--- src/rtl/fb_tile_blitter_pkg.sv ---
// Shared draw package: screen/tile geometry defaults, pixel and address
// types, and the blitter FSM state encoding.
package fb_tile_blitter_pkg;

  // Geometry defaults used as parameter defaults by the blitter and the
  // address calculator.
  localparam int unsigned SCREEN_W_DEF   = 640;
  localparam int unsigned SCREEN_H_DEF   = 480;
  localparam int unsigned TILE_WIDTH_DEF = 32;

  // Bus and datapath widths.
  localparam int unsigned COLOR_W    = 8;
  localparam int unsigned FB_ADDR_W  = 21;
  localparam int unsigned ROM_ADDR_W = 18;
  localparam int unsigned TILE_ID_W  = 8;
  localparam int unsigned COORD_W    = 10;
  // One extra bit over COORD_W so DstX+col cannot wrap before clipping.
  localparam int unsigned PIX_W      = 11;

  typedef logic [COLOR_W-1:0]    color_t;
  typedef logic [FB_ADDR_W-1:0]  fb_addr_t;
  typedef logic [ROM_ADDR_W-1:0] rom_addr_t;
  typedef logic [TILE_ID_W-1:0]  tile_id_t;
  typedef logic [COORD_W-1:0]    coord_t;
  typedef logic [PIX_W-1:0]      pix_t;

  typedef enum logic [1:0] {
    ST_IDLE   = 2'd0,
    ST_FETCH  = 2'd1,
    ST_WRITE  = 2'd2,
    ST_FINISH = 2'd3
  } state_e;

endpackage

--- src/rtl/fb_tile_blitter_if.sv ---
// Blitter bus bundle: request fields, tile ROM read port, frame-buffer write
// port and status.
//   slave  : blitter view (requests/ROM data/FB ready in, addresses/data/status out)
//   master : requester + memory side view
interface fb_tile_blitter_if;
  import fb_tile_blitter_pkg::*;

  // Request
  logic      START;
  tile_id_t  TileId;
  coord_t    DstX;
  coord_t    DstY;
  logic      KeyEn;
  color_t    KeyColor;
  // Tile ROM
  rom_addr_t ROM_ADDR;
  color_t    ROM_DATA;
  // Frame buffer
  fb_addr_t  FB_ADDR;
  color_t    FB_DOUT;
  logic      FB_WE;
  logic      FB_READY;
  // Status
  logic      BUSY;
  logic      DONE;

  modport slave (
    input  START, TileId, DstX, DstY, KeyEn, KeyColor, ROM_DATA, FB_READY,
    output ROM_ADDR, FB_ADDR, FB_DOUT, FB_WE, BUSY, DONE
  );

  modport master (
    output START, TileId, DstX, DstY, KeyEn, KeyColor, ROM_DATA, FB_READY,
    input  ROM_ADDR, FB_ADDR, FB_DOUT, FB_WE, BUSY, DONE
  );

endinterface

--- src/rtl/fb_tile_blitter_addr_calc.sv ---
// Combinational screen (x,y) to frame-buffer address mapping with clip flag.
// Shared between the blitter write path and reader-side address logic.
//   x_i, y_i  : pixel coordinates, 11 bits so off-screen values are visible
//   addr_c_o  : BASE_ADDR + y*SCREEN_W + x, full 21-bit result
//   clip_c_o  : 1 when the pixel lies outside the visible screen
module fb_addr_calc
  import fb_tile_blitter_pkg::*;
#(
  parameter fb_addr_t    BASE_ADDR = '0,
  parameter int unsigned SCREEN_W  = SCREEN_W_DEF,
  parameter int unsigned SCREEN_H  = SCREEN_H_DEF
) (
  input  pix_t     x_i,
  input  pix_t     y_i,
  output fb_addr_t addr_c_o,
  output logic     clip_c_o
);

  // Operands widened to the full address width before multiplying.
  assign addr_c_o = BASE_ADDR
                  + FB_ADDR_W'(y_i) * FB_ADDR_W'(SCREEN_W)
                  + FB_ADDR_W'(x_i);

  assign clip_c_o = (x_i >= PIX_W'(SCREEN_W)) || (y_i >= PIX_W'(SCREEN_H));

endmodule

--- src/rtl/fb_tile_blitter.sv ---
// Tile blitter: copies one TILE_WIDTH x TILE_WIDTH tile from the tile ROM into
// the frame buffer at (DstX,DstY), row-major, skipping transparent and
// off-screen pixels. Each pixel takes a FETCH cycle (ROM address out) and at
// least one WRITE cycle (FB write held until FB_READY).
//   CLK, RESET_H : clock, synchronous active-high reset
//   bus (slave)  : START/TileId/DstX/DstY/KeyEn/KeyColor request,
//                  ROM_ADDR/ROM_DATA tile ROM port,
//                  FB_ADDR/FB_DOUT/FB_WE/FB_READY frame-buffer write port,
//                  BUSY/DONE status
module fb_tile_blitter
  import fb_tile_blitter_pkg::*;
#(
  parameter fb_addr_t    FRAME_BUFFER_ADDR = '0,
  parameter int unsigned TILE_WIDTH        = TILE_WIDTH_DEF,
  parameter int unsigned SCREEN_W          = SCREEN_W_DEF,
  parameter int unsigned SCREEN_H          = SCREEN_H_DEF
) (
  input logic              CLK,
  input logic              RESET_H,
  fb_tile_blitter_if.slave bus
);

  localparam int unsigned CNT_W = $clog2(TILE_WIDTH);
  typedef logic [CNT_W-1:0] cnt_t;
  localparam cnt_t CNT_MAX = CNT_W'(TILE_WIDTH - 1);

  // Tile ROM address of pixel (row,col) of a tile.
  function automatic rom_addr_t tile_rom_addr(input tile_id_t tile,
                                              input cnt_t     row,
                                              input cnt_t     col);
    return ROM_ADDR_W'(tile) * ROM_ADDR_W'(TILE_WIDTH * TILE_WIDTH)
         + ROM_ADDR_W'(row) * ROM_ADDR_W'(TILE_WIDTH)
         + ROM_ADDR_W'(col);
  endfunction

  state_e    state_q;
  tile_id_t  tile_q;
  coord_t    dst_x_q;
  coord_t    dst_y_q;
  logic      key_en_q;
  color_t    key_color_q;
  cnt_t      row_q;
  cnt_t      col_q;
  rom_addr_t rom_addr_q;
  fb_addr_t  fb_addr_q;
  color_t    fb_dout_q;
  logic      fb_we_q;
  logic      busy_q;
  logic      done_q;

  pix_t      pix_x_c;
  pix_t      pix_y_c;
  fb_addr_t  pix_addr_c;
  logic      pix_clip_c;
  logic      key_hit_c;
  logic      last_px_c;
  cnt_t      col_d;
  cnt_t      row_d;

  // Destination pixel of the current (row,col).
  assign pix_x_c = pix_t'(dst_x_q) + pix_t'(col_q);
  assign pix_y_c = pix_t'(dst_y_q) + pix_t'(row_q);

  fb_addr_calc #(
    .BASE_ADDR (FRAME_BUFFER_ADDR),
    .SCREEN_W  (SCREEN_W),
    .SCREEN_H  (SCREEN_H)
  ) u_addr_calc (
    .x_i      (pix_x_c),
    .y_i      (pix_y_c),
    .addr_c_o (pix_addr_c),
    .clip_c_o (pix_clip_c)
  );

  // ROM_DATA belongs to the address presented during FETCH.
  assign key_hit_c = key_en_q && (bus.ROM_DATA == key_color_q);

  // Row-major advance; col wraps naturally because TILE_WIDTH is a power of two.
  assign last_px_c = (row_q == CNT_MAX) && (col_q == CNT_MAX);
  assign col_d     = col_q + CNT_W'(1);
  assign row_d     = (col_q == CNT_MAX) ? row_q + CNT_W'(1) : row_q;

  // Blit sequencer with registered outputs.
  always_ff @(posedge CLK) begin
    if (RESET_H) begin
      state_q     <= ST_IDLE;
      tile_q      <= '0;
      dst_x_q     <= '0;
      dst_y_q     <= '0;
      key_en_q    <= 1'b0;
      key_color_q <= '0;
      row_q       <= '0;
      col_q       <= '0;
      rom_addr_q  <= '0;
      fb_addr_q   <= '0;
      fb_dout_q   <= '0;
      fb_we_q     <= 1'b0;
      busy_q      <= 1'b0;
      done_q      <= 1'b0;
    end else begin
      done_q <= 1'b0;
      case (state_q)
        ST_IDLE: begin
          if (bus.START) begin
            tile_q      <= bus.TileId;
            dst_x_q     <= bus.DstX;
            dst_y_q     <= bus.DstY;
            key_en_q    <= bus.KeyEn;
            key_color_q <= bus.KeyColor;
            row_q       <= '0;
            col_q       <= '0;
            rom_addr_q  <= tile_rom_addr(bus.TileId, '0, '0);
            busy_q      <= 1'b1;
            state_q     <= ST_FETCH;
          end
        end

        // Capture pixel, target address and write/skip decision together.
        ST_FETCH: begin
          fb_addr_q <= pix_addr_c;
          fb_dout_q <= bus.ROM_DATA;
          fb_we_q   <= !(pix_clip_c || key_hit_c);
          state_q   <= ST_WRITE;
        end

        // A skipped pixel (FB_WE low) advances at once; a written one waits
        // for FB_READY with address and data held.
        ST_WRITE: begin
          if (!fb_we_q || bus.FB_READY) begin
            fb_we_q <= 1'b0;
            if (last_px_c) begin
              state_q <= ST_FINISH;
            end else begin
              col_q      <= col_d;
              row_q      <= row_d;
              rom_addr_q <= tile_rom_addr(tile_q, row_d, col_d);
              state_q    <= ST_FETCH;
            end
          end
        end

        ST_FINISH: begin
          done_q  <= 1'b1;
          busy_q  <= 1'b0;
          row_q   <= '0;
          col_q   <= '0;
          state_q <= ST_IDLE;
        end

        default: state_q <= ST_IDLE;
      endcase
    end
  end

  assign bus.ROM_ADDR = rom_addr_q;
  assign bus.FB_ADDR  = fb_addr_q;
  assign bus.FB_DOUT  = fb_dout_q;
  assign bus.FB_WE    = fb_we_q;
  assign bus.BUSY     = busy_q;
  assign bus.DONE     = done_q;

endmodule

--- src/flat_wrapper.sv ---
// flat-port wrapper written by rule: the top's interface ports become plain ports
module fb_tile_blitter_flat import fb_tile_blitter_pkg::*;
#(
  parameter fb_addr_t    FRAME_BUFFER_ADDR = '0,
  parameter int unsigned TILE_WIDTH        = TILE_WIDTH_DEF,
  parameter int unsigned SCREEN_W          = SCREEN_W_DEF,
  parameter int unsigned SCREEN_H          = SCREEN_H_DEF
)
  (CLK, RESET_H, bus_START, bus_TileId, bus_DstX, bus_DstY, bus_KeyEn, bus_KeyColor, bus_ROM_DATA, bus_FB_READY, bus_ROM_ADDR, bus_FB_ADDR, bus_FB_DOUT, bus_FB_WE, bus_BUSY, bus_DONE);
  fb_tile_blitter_if bus_i ();
  input logic CLK;
  input logic RESET_H;
  input wire logic [$bits(bus_i.START)-1:0] bus_START;
  input wire logic [$bits(bus_i.TileId)-1:0] bus_TileId;
  input wire logic [$bits(bus_i.DstX)-1:0] bus_DstX;
  input wire logic [$bits(bus_i.DstY)-1:0] bus_DstY;
  input wire logic [$bits(bus_i.KeyEn)-1:0] bus_KeyEn;
  input wire logic [$bits(bus_i.KeyColor)-1:0] bus_KeyColor;
  input wire logic [$bits(bus_i.ROM_DATA)-1:0] bus_ROM_DATA;
  input wire logic [$bits(bus_i.FB_READY)-1:0] bus_FB_READY;
  output wire logic [$bits(bus_i.ROM_ADDR)-1:0] bus_ROM_ADDR;
  output wire logic [$bits(bus_i.FB_ADDR)-1:0] bus_FB_ADDR;
  output wire logic [$bits(bus_i.FB_DOUT)-1:0] bus_FB_DOUT;
  output wire logic [$bits(bus_i.FB_WE)-1:0] bus_FB_WE;
  output wire logic [$bits(bus_i.BUSY)-1:0] bus_BUSY;
  output wire logic [$bits(bus_i.DONE)-1:0] bus_DONE;
  assign bus_i.START = bus_START;
  assign bus_i.TileId = bus_TileId;
  assign bus_i.DstX = bus_DstX;
  assign bus_i.DstY = bus_DstY;
  assign bus_i.KeyEn = bus_KeyEn;
  assign bus_i.KeyColor = bus_KeyColor;
  assign bus_i.ROM_DATA = bus_ROM_DATA;
  assign bus_i.FB_READY = bus_FB_READY;
  assign bus_ROM_ADDR = bus_i.ROM_ADDR;
  assign bus_FB_ADDR = bus_i.FB_ADDR;
  assign bus_FB_DOUT = bus_i.FB_DOUT;
  assign bus_FB_WE = bus_i.FB_WE;
  assign bus_BUSY = bus_i.BUSY;
  assign bus_DONE = bus_i.DONE;
  fb_tile_blitter #(.FRAME_BUFFER_ADDR(FRAME_BUFFER_ADDR), .TILE_WIDTH(TILE_WIDTH), .SCREEN_W(SCREEN_W), .SCREEN_H(SCREEN_H)) u_core (.CLK(CLK), .RESET_H(RESET_H), .bus(bus_i));
endmodule
--- config.mk ---
export PLATFORM = sky130hd
export DESIGN_NAME = fb_tile_blitter_flat
export DESIGN_NICKNAME = d
export VERILOG_FILES = /design/src/rtl/fb_tile_blitter_pkg.sv /design/src/rtl/fb_tile_blitter_if.sv /design/src/rtl/fb_tile_blitter_addr_calc.sv /design/src/rtl/fb_tile_blitter.sv /design/src/flat_wrapper.sv
export SDC_FILE = /design/constraint.sdc
export NUM_CORES = 1
export LEC_CHECK = 0
export ABC_CLOCK_PERIOD_IN_PS = 5250
export CORE_ASPECT_RATIO = 2
export CORE_MARGIN = 3
export CORE_UTILIZATION = 54
export CTS_BUF_LIST = sky130_fd_sc_hd__clkbuf_2
export DETAILED_ROUTE_END_ITERATION = 8
export PLACE_DENSITY = 0.88
export SYNTH_ARGS = -nofsm -noshare
export SYNTH_HDL_FRONTEND = slang
export SYNTH_SLANG_ARGS = --single-unit
--- constraint.sdc ---
create_clock -name CLK -period 5.25 [get_ports CLK]
set_input_delay 1.05 -clock CLK [delete_from_list [all_inputs] [get_ports CLK]]
set_output_delay 1.05 -clock CLK [all_outputs]
set_load 0.05 [all_outputs]
After elaboration in Yosys (flattened, before gate mapping). Cells that the tools add are included.

Flip-flop bits (word level): 99. Bits of input ports: 49. Output and inout bits: 50. Logic and storage cells: 72.

$add $sub $neg: 7. Multiply operators: 1. Magnitude comparators: 2. Equal/unequal tests: 9. Multiplexer cells: 21. Reductions and logical operators: 18.

Operator list (count): $mux W18 (3); $pmux W18 S2 (1); $mux W5 (6); $pmux W5 S3 (2); $add A10 B5 Y11 (2); $add A21 B11 Y21 (1); $add A18 B10 Y18 (1); $add A18 B5 Y18 (1); $mul A11 B3 Y14 const B (1); $ge A11 B10 Y1 const B (1); $ge A11 B9 Y1 const B (1); $add A5 B1 Y5 const B (2); $eq A5 B5 Y1 const B (2); $eq A8 B8 Y1 (1); $pmux W2 S4 (1); $reduce_and A2 Y1 (4); $reduce_and A4 Y1 (2); $mux W2 (3); $reduce_bool A2 Y1 (3); $eq A2 B2 Y1 const B (2); $ne A2 B2 Y1 const B (2); $pmux W1 S2 (2); $logic_or A1 B1 Y1 (3); $mux W1 (3); other kinds (6) (8).

Logic depth before layout (Yosys ltp).
Word-level depth: 7. Mapped depth: 15. Depth with buffers taken out: 15.

Cells and area by module. From an unflattened synthesis, not the netlist that was laid out.

Cell total of the unflattened synthesis: 683. Area total of the unflattened synthesis: 5487.8 µm².

Modules (own cells, without submodules): fb_tile_blitter (instances 1, cells each 573, area each 4523.1 µm², seq. area each 1981.9 µm²); fb_addr_calc (instances 1, cells each 110, area each 964.7 µm², seq. area each 0.0 µm²).

Least setup slack after synthesis. No wires, ideal clock.

Path type: reg2reg. Start point: register u_core.row_q[0]. End point: register u_core.fb_addr_q[18], in the netlist u_core.bus.FB_ADDR[18]. Setup time: 0.118 ns. Arrival time: 3.977 ns. Data required time: 5.132 ns. Setup slack: 1.155 ns. Stages on the path, launching flop included: 16. Buffers on the path: 0. Clock period less this slack: 4.095 ns. Cell sequence: dfxtp_1 > ha_1 > fa_1 > a211oi_1 > o21bai_1 > nand2_1 > xor2_1 > inv_1 > ha_1 > ha_1 > and2b_1 > or3b_2 > o311ai_2 > nand3_2 > or4_1 > o2111a_1.

Longest elaborated chain between the ends: 3.

RTL lines: start: declaration (line fb_tile_blitter.sv:42) `cnt_t row_q;`; start signal: assignment (line fb_tile_blitter.sv:135) `row_q <= row_d;`; $add A10 B5 Y11 (line fb_tile_blitter.sv:62) `assign pix_y_c = pix_t'(dst_y_q) + pix_t'(row_q);`; $mul A11 B3 Y14 (line fb_tile_blitter_addr_calc.sv:21) `+ FB_ADDR_W'(y_i) * FB_ADDR_W'(SCREEN_W)`; $add A21 B11 Y21 (line fb_tile_blitter_addr_calc.sv:22) `+ FB_ADDR_W'(x_i);`; end signal: assignment (line fb_tile_blitter.sv:120) `fb_addr_q <= pix_addr_c;`; end: declaration (line fb_tile_blitter.sv:45) `fb_addr_t fb_addr_q;`.

Every way passes these cells. A chain may end at the register's enable or synchronous reset.

Worst setup path in the final report.
Start point: register u_core.row_q[0]. End point: register u_core.fb_addr_q[20], in the netlist u_core.bus.FB_ADDR[20].

The elaborated chain is that of the path after synthesis.

==> results.rst <==
.. list-table::
   :header-rows: 1

   * - Metric
     - Value
   * - Number of hold buffers added after CTS
     - 0
   * - Leakage
     - 2.56 nW
   * - Post-route non-filler standard cell count
     - 850
   * - Number of antenna violations at the first check in global routing
     - 1
   * - Ratio of cells with drive above 1 in the final layout
     - 0.0445
   * - Area of the die
     - 0.0111 mm2
   * - Met1 track demand over resource
     - 0.233
   * - Final WS setup
     - 720 ps
   * - CTS sink count
     - 99
   * - Library cell with the highest instance count after synthesis
     - nand2_1
   * - Synth Instances
     - 637
   * - Boundary Pins
     - 99
   * - Critical Path Sink Type
     - flip-flop
   * - Cell taking the most area after synthesis
     - dfxtp_1
   * - Period utilisation layout
     - 0.863
   * - Post-layout nets
     - 806
   * - Row count
     - 50
   * - DPL Wire Length
     - 10400 um
   * - Clock latency at the later pin of the worst-skew pair
     - 550 ps
   * - Met2 Resource Use GR
     - 0.467
   * - Mean routed wirelength per cell
     - 15.7 um
   * - Transition time of the tightest slew-check pin
     - 1180 ps
   * - Vias/cell
     - 5.61
   * - Setup repair after global routing missed its margin
     - false
   * - Total clock buffers created by CTS
     - 9
   * - Overall track demand over capacity in global routing
     - 0.243
   * - Number of distinct library cells after synthesis
     - 55
   * - Final RePlAce weighted congestion
     - 0.877
   * - XOR/XNOR Fraction of Synth Area
     - 0.0740
   * - Vias
     - 4772
   * - Post-detailed-route DRC marker count
     - 0
   * - Hold violation count in the final report
     - 0
   * - Clock tree root buffer cell
     - clkbuf_2
   * - Area of the placeable core
     - 0.00945 mm2
   * - Dpl cells
     - 836
   * - Via count of the first global-routing pass
     - 4841
   * - Fraction of synthesis flops using an asynchronous set or reset pin
     - 0
   * - Remaining antenna violation count
     - 0
   * - Cell types with the highest counts after synthesis
     - nand2_1 (111), dfxtp_1 (99), a21oi_1 (73)
   * - Mux cell area share after synthesis
     - 0.0495
   * - Register area
     - 0.00198 mm2
   * - Top cell type's share of synthesized area
     - 0.373
   * - Horizontal die dimension
     - 76.1 um
   * - Synth Area in Compound Gates
     - 0.177
   * - Pin count of the biggest net entering global routing
     - 57
   * - Die Y-Extent
     - 146 um
   * - Fmax
     - 0.221 GHz
   * - Top area cells in the synthesized netlist
     - dfxtp_1 (37%), ha_1 (8.5%), nand2_1 (7.8%)
   * - Fraction of power consumed by the clock network
     - 0.177
   * - Number of failing setup endpoints in the final timing report
     - 0
   * - Type of the tightest min-delay check
     - flip-flop to flip-flop
   * - Sum Neg Setup Slack
     - 0 ps
   * - Number of filler instances in the final layout
     - 753
   * - Cell internal pwr
     - 0.00120 W
   * - Power per cell area
     - 303 mW/mm2
   * - Seq pwr share
     - 0.453
   * - Number of buffers between clock root and the deepest sink
     - 2
   * - 1st-iter DRT viols
     - 248
   * - Wire length reported by the detailed router
     - 13300 um
   * - Number of pins exceeding their max-slew limit in the final report
     - 0
   * - Synth Flop Type
     - dfxtp_1
   * - Combinational family with the most area after synthesis
     - simple AND/OR/NAND/NOR gates
   * - Starting density of the core
     - 0.562
   * - Share of synthesized area occupied by flip-flops and latches
     - 0.373
   * - Clock-pin slew reported for the worst setup and hold paths after clock tree synthesis
     - 250 ps
   * - CP arrival
     - 5030 ps
   * - Switching share of power
     - 0.387
   * - Setup WS pre-CTS
     - 790 ps
   * - Crit Path Max Fanout
     - 7
   * - Post-synth net total
     - 726
   * - CP Launch Type
     - flip-flop
   * - Critical path data required time
     - 5750 ps
   * - CP Class
     - flip-flop to flip-flop
   * - Max-capacitance violation count
     - 0
   * - Combinational share of power
     - 0.371
   * - Layout Area Growth over Synthesis
     - 21.4%
   * - Global-route wire length before repair
     - 22000 um
   * - Multi-input combinational cell area
     - 0.00315 mm2
   * - Outcome
     - complete, no violations
   * - Met3 Use GR
     - 0.0395
   * - Net switching power of the design
     - 0.000757 W
   * - IR drop worst, VDD
     - 239 uV
   * - TritonCTS clock tree
     - built
   * - Worst rel slew slack
     - 0.207
   * - Most used routing layer in global routing
     - met2
   * - DR pass1 iterations
     - 4
   * - Min Tclk post-route
     - 4530 ps
   * - Area of the mapped netlist
     - 0.00531 mm2
   * - Simple-gate portion of the synthesized area
     - 0.192
   * - Average footprint of a synthesized cell
     - 8.34 um2
   * - Finished Core Util
     - 0.683
   * - CTS H-tree lvls
     - 3
   * - Finished Cell Area
     - 0.00645 mm2
   * - Post-CTS Repair Setup Buffers
     - 0
   * - Synthesized flop and latch total
     - 99
   * - Number of gates given a new drive strength after cts
     - 0
   * - Post-detailed-placement cell area
     - 0.00636 mm2
   * - Number of enable flip-flop cells after synthesis
     - 0
   * - Sum of overflow across all layers after global routing
     - 0
   * - Layout Skew
     - 16.8 ps
   * - IO Port Bufs
     - 98
   * - Arithmetic-cell share of the synthesized area counting full adders, half adders and majority gates
     - 0.0999
   * - Yosys Warn Count
     - 0
==> per-stage QoR <==
stage | hold slack, ps | total power [W]
floorplan | 436 | 0.00140
global placement | 442 | 0.00160
CTS | 472 | 0.00196
global route | 497 | 0.00206
finish | 471 | 0.00196
detailed placement | 446 | 0.00163
==> cell families (layout without fill, tap and decap cells) <==
kind of cell	Yosys count	after routing
AND/OR/NAND/NOR	230	230
AO/OA/AOI/OAI	150	150
flip-flops	99	99
buffers and inverters	48	130
XOR/XNOR	44	44
adder cells (fa/ha/maj)	40	40
multiplexers	26	26
other	0	1
==> power groups by stage <==
stage	sequential, W	combinational, W	clock (W)
after floorplan	0.00105	0.000346	0
after global placement	0.000895	0.000703	0
after detailed placement	0.000900	0.000725	0
after CTS	0.000885	0.000727	0.000348
after global routing	0.000896	0.000784	0.000379
final	0.000886	0.000726	0.000346
==> sequential cells by signal (all words and copies together), names as in the netlist, 8 cells and up <==
name,flops
u_core.key_color_q,8
u_core.dst_x_q,10
u_core.tile_q,8
u_core.bus.ROM_ADDR,18
u_core.dst_y_q,10
u_core.bus.FB_ADDR,21
u_core.bus.FB_DOUT,8
==> path summary, 6_finish.rpt <==
kind | startpoint | slack, ps | endpoint | depth (start not counted)
setup / recovery | u_core.row_q[0] | 720 | u_core.bus.FB_ADDR[20] | 15
hold / removal | u_core.bus.ROM_ADDR[5] | 470 | u_core.bus.ROM_ADDR[5] | 2
setup reg to reg | u_core.row_q[0] | 720 | u_core.bus.FB_ADDR[20] | 15
hold reg to reg | u_core.bus.ROM_ADDR[5] | 470 | u_core.bus.ROM_ADDR[5] | 2
==> final cells by class <==
| type | instances | area share |
|---|---|---|
| multi-input combinational | 490 | 0.488 |
| sequential | 99 | 0.307 |
| timing repair buffer | 102 | 0.156 |
| tap | 130 | 0.0252 |
| inverter | 15 | 0.00873 |
| clock buffer | 10 | 0.00776 |
| clock inverter | 3 | 0.00659 |
| antenna | 1 | 0.000388 |
==> routing by layer <==
layer	part of all wire	wire (um)	vias to the layer above
met3	0.035	460	47
met5	0	0	-
met2	0.55	7360	126
met1	0.36	4790	2249
li1	-	-	2350
met4	0.052	697	0
==> cell usage in the layout, fill, tap and decap left out, types with 2 or more instances in the layout <==
master | Yosys | routed
nand3b_1 | 3 | 3
a21oi_1 | 73 | 73
clkinv_1 | 1 | 2
nand2_1 | 111 | 111
a21o_1 | 8 | 8
inv_1 | 14 | 14
o21ai_0 | 14 | 14
o21bai_1 | 4 | 4
nor2b_1 | 9 | 9
o31ai_1 | 3 | 3
xnor2_1 | 29 | 29
a21boi_0 | 2 | 2
nand2b_1 | 4 | 4
buf_4 | 0 | 4
nand4_1 | 6 | 6
and2_1 | 2 | 2
a31oi_1 | 2 | 2
ha_1 | 36 | 36
dfxtp_1 | 99 | 99
o211ai_1 | 4 | 4
mux2_2 | 2 | 2
a211oi_1 | 21 | 21
nor3_1 | 7 | 7
and3_1 | 6 | 6
o31a_1 | 3 | 3
nor4_1 | 2 | 2
nor2_1 | 62 | 62
mux2i_1 | 24 | 24
clkbuf_2 | 1 | 10
clkdlybuf4s50_1 | 0 | 97
o21a_1 | 3 | 3
nand3_1 | 6 | 6
xor2_1 | 14 | 14
fa_1 | 4 | 4
or2_2 | 5 | 5
or4_1 | 2 | 2
==> critical path: stages (launching register included) <==
cell and delay, ps:
dfxtp_1 430, ha_1 260, fa_1 430, a211oi_1 310, o21bai_1 170, nand2_1 110
xor2_1 300, inv_1 80, ha_1 280, ha_1 380, and2b_1 230, or3b_2 450
o311ai_2 130, nand3_2 210, or4_1 540, a31oi_1 160
Power figures use the tool's default switching activity.
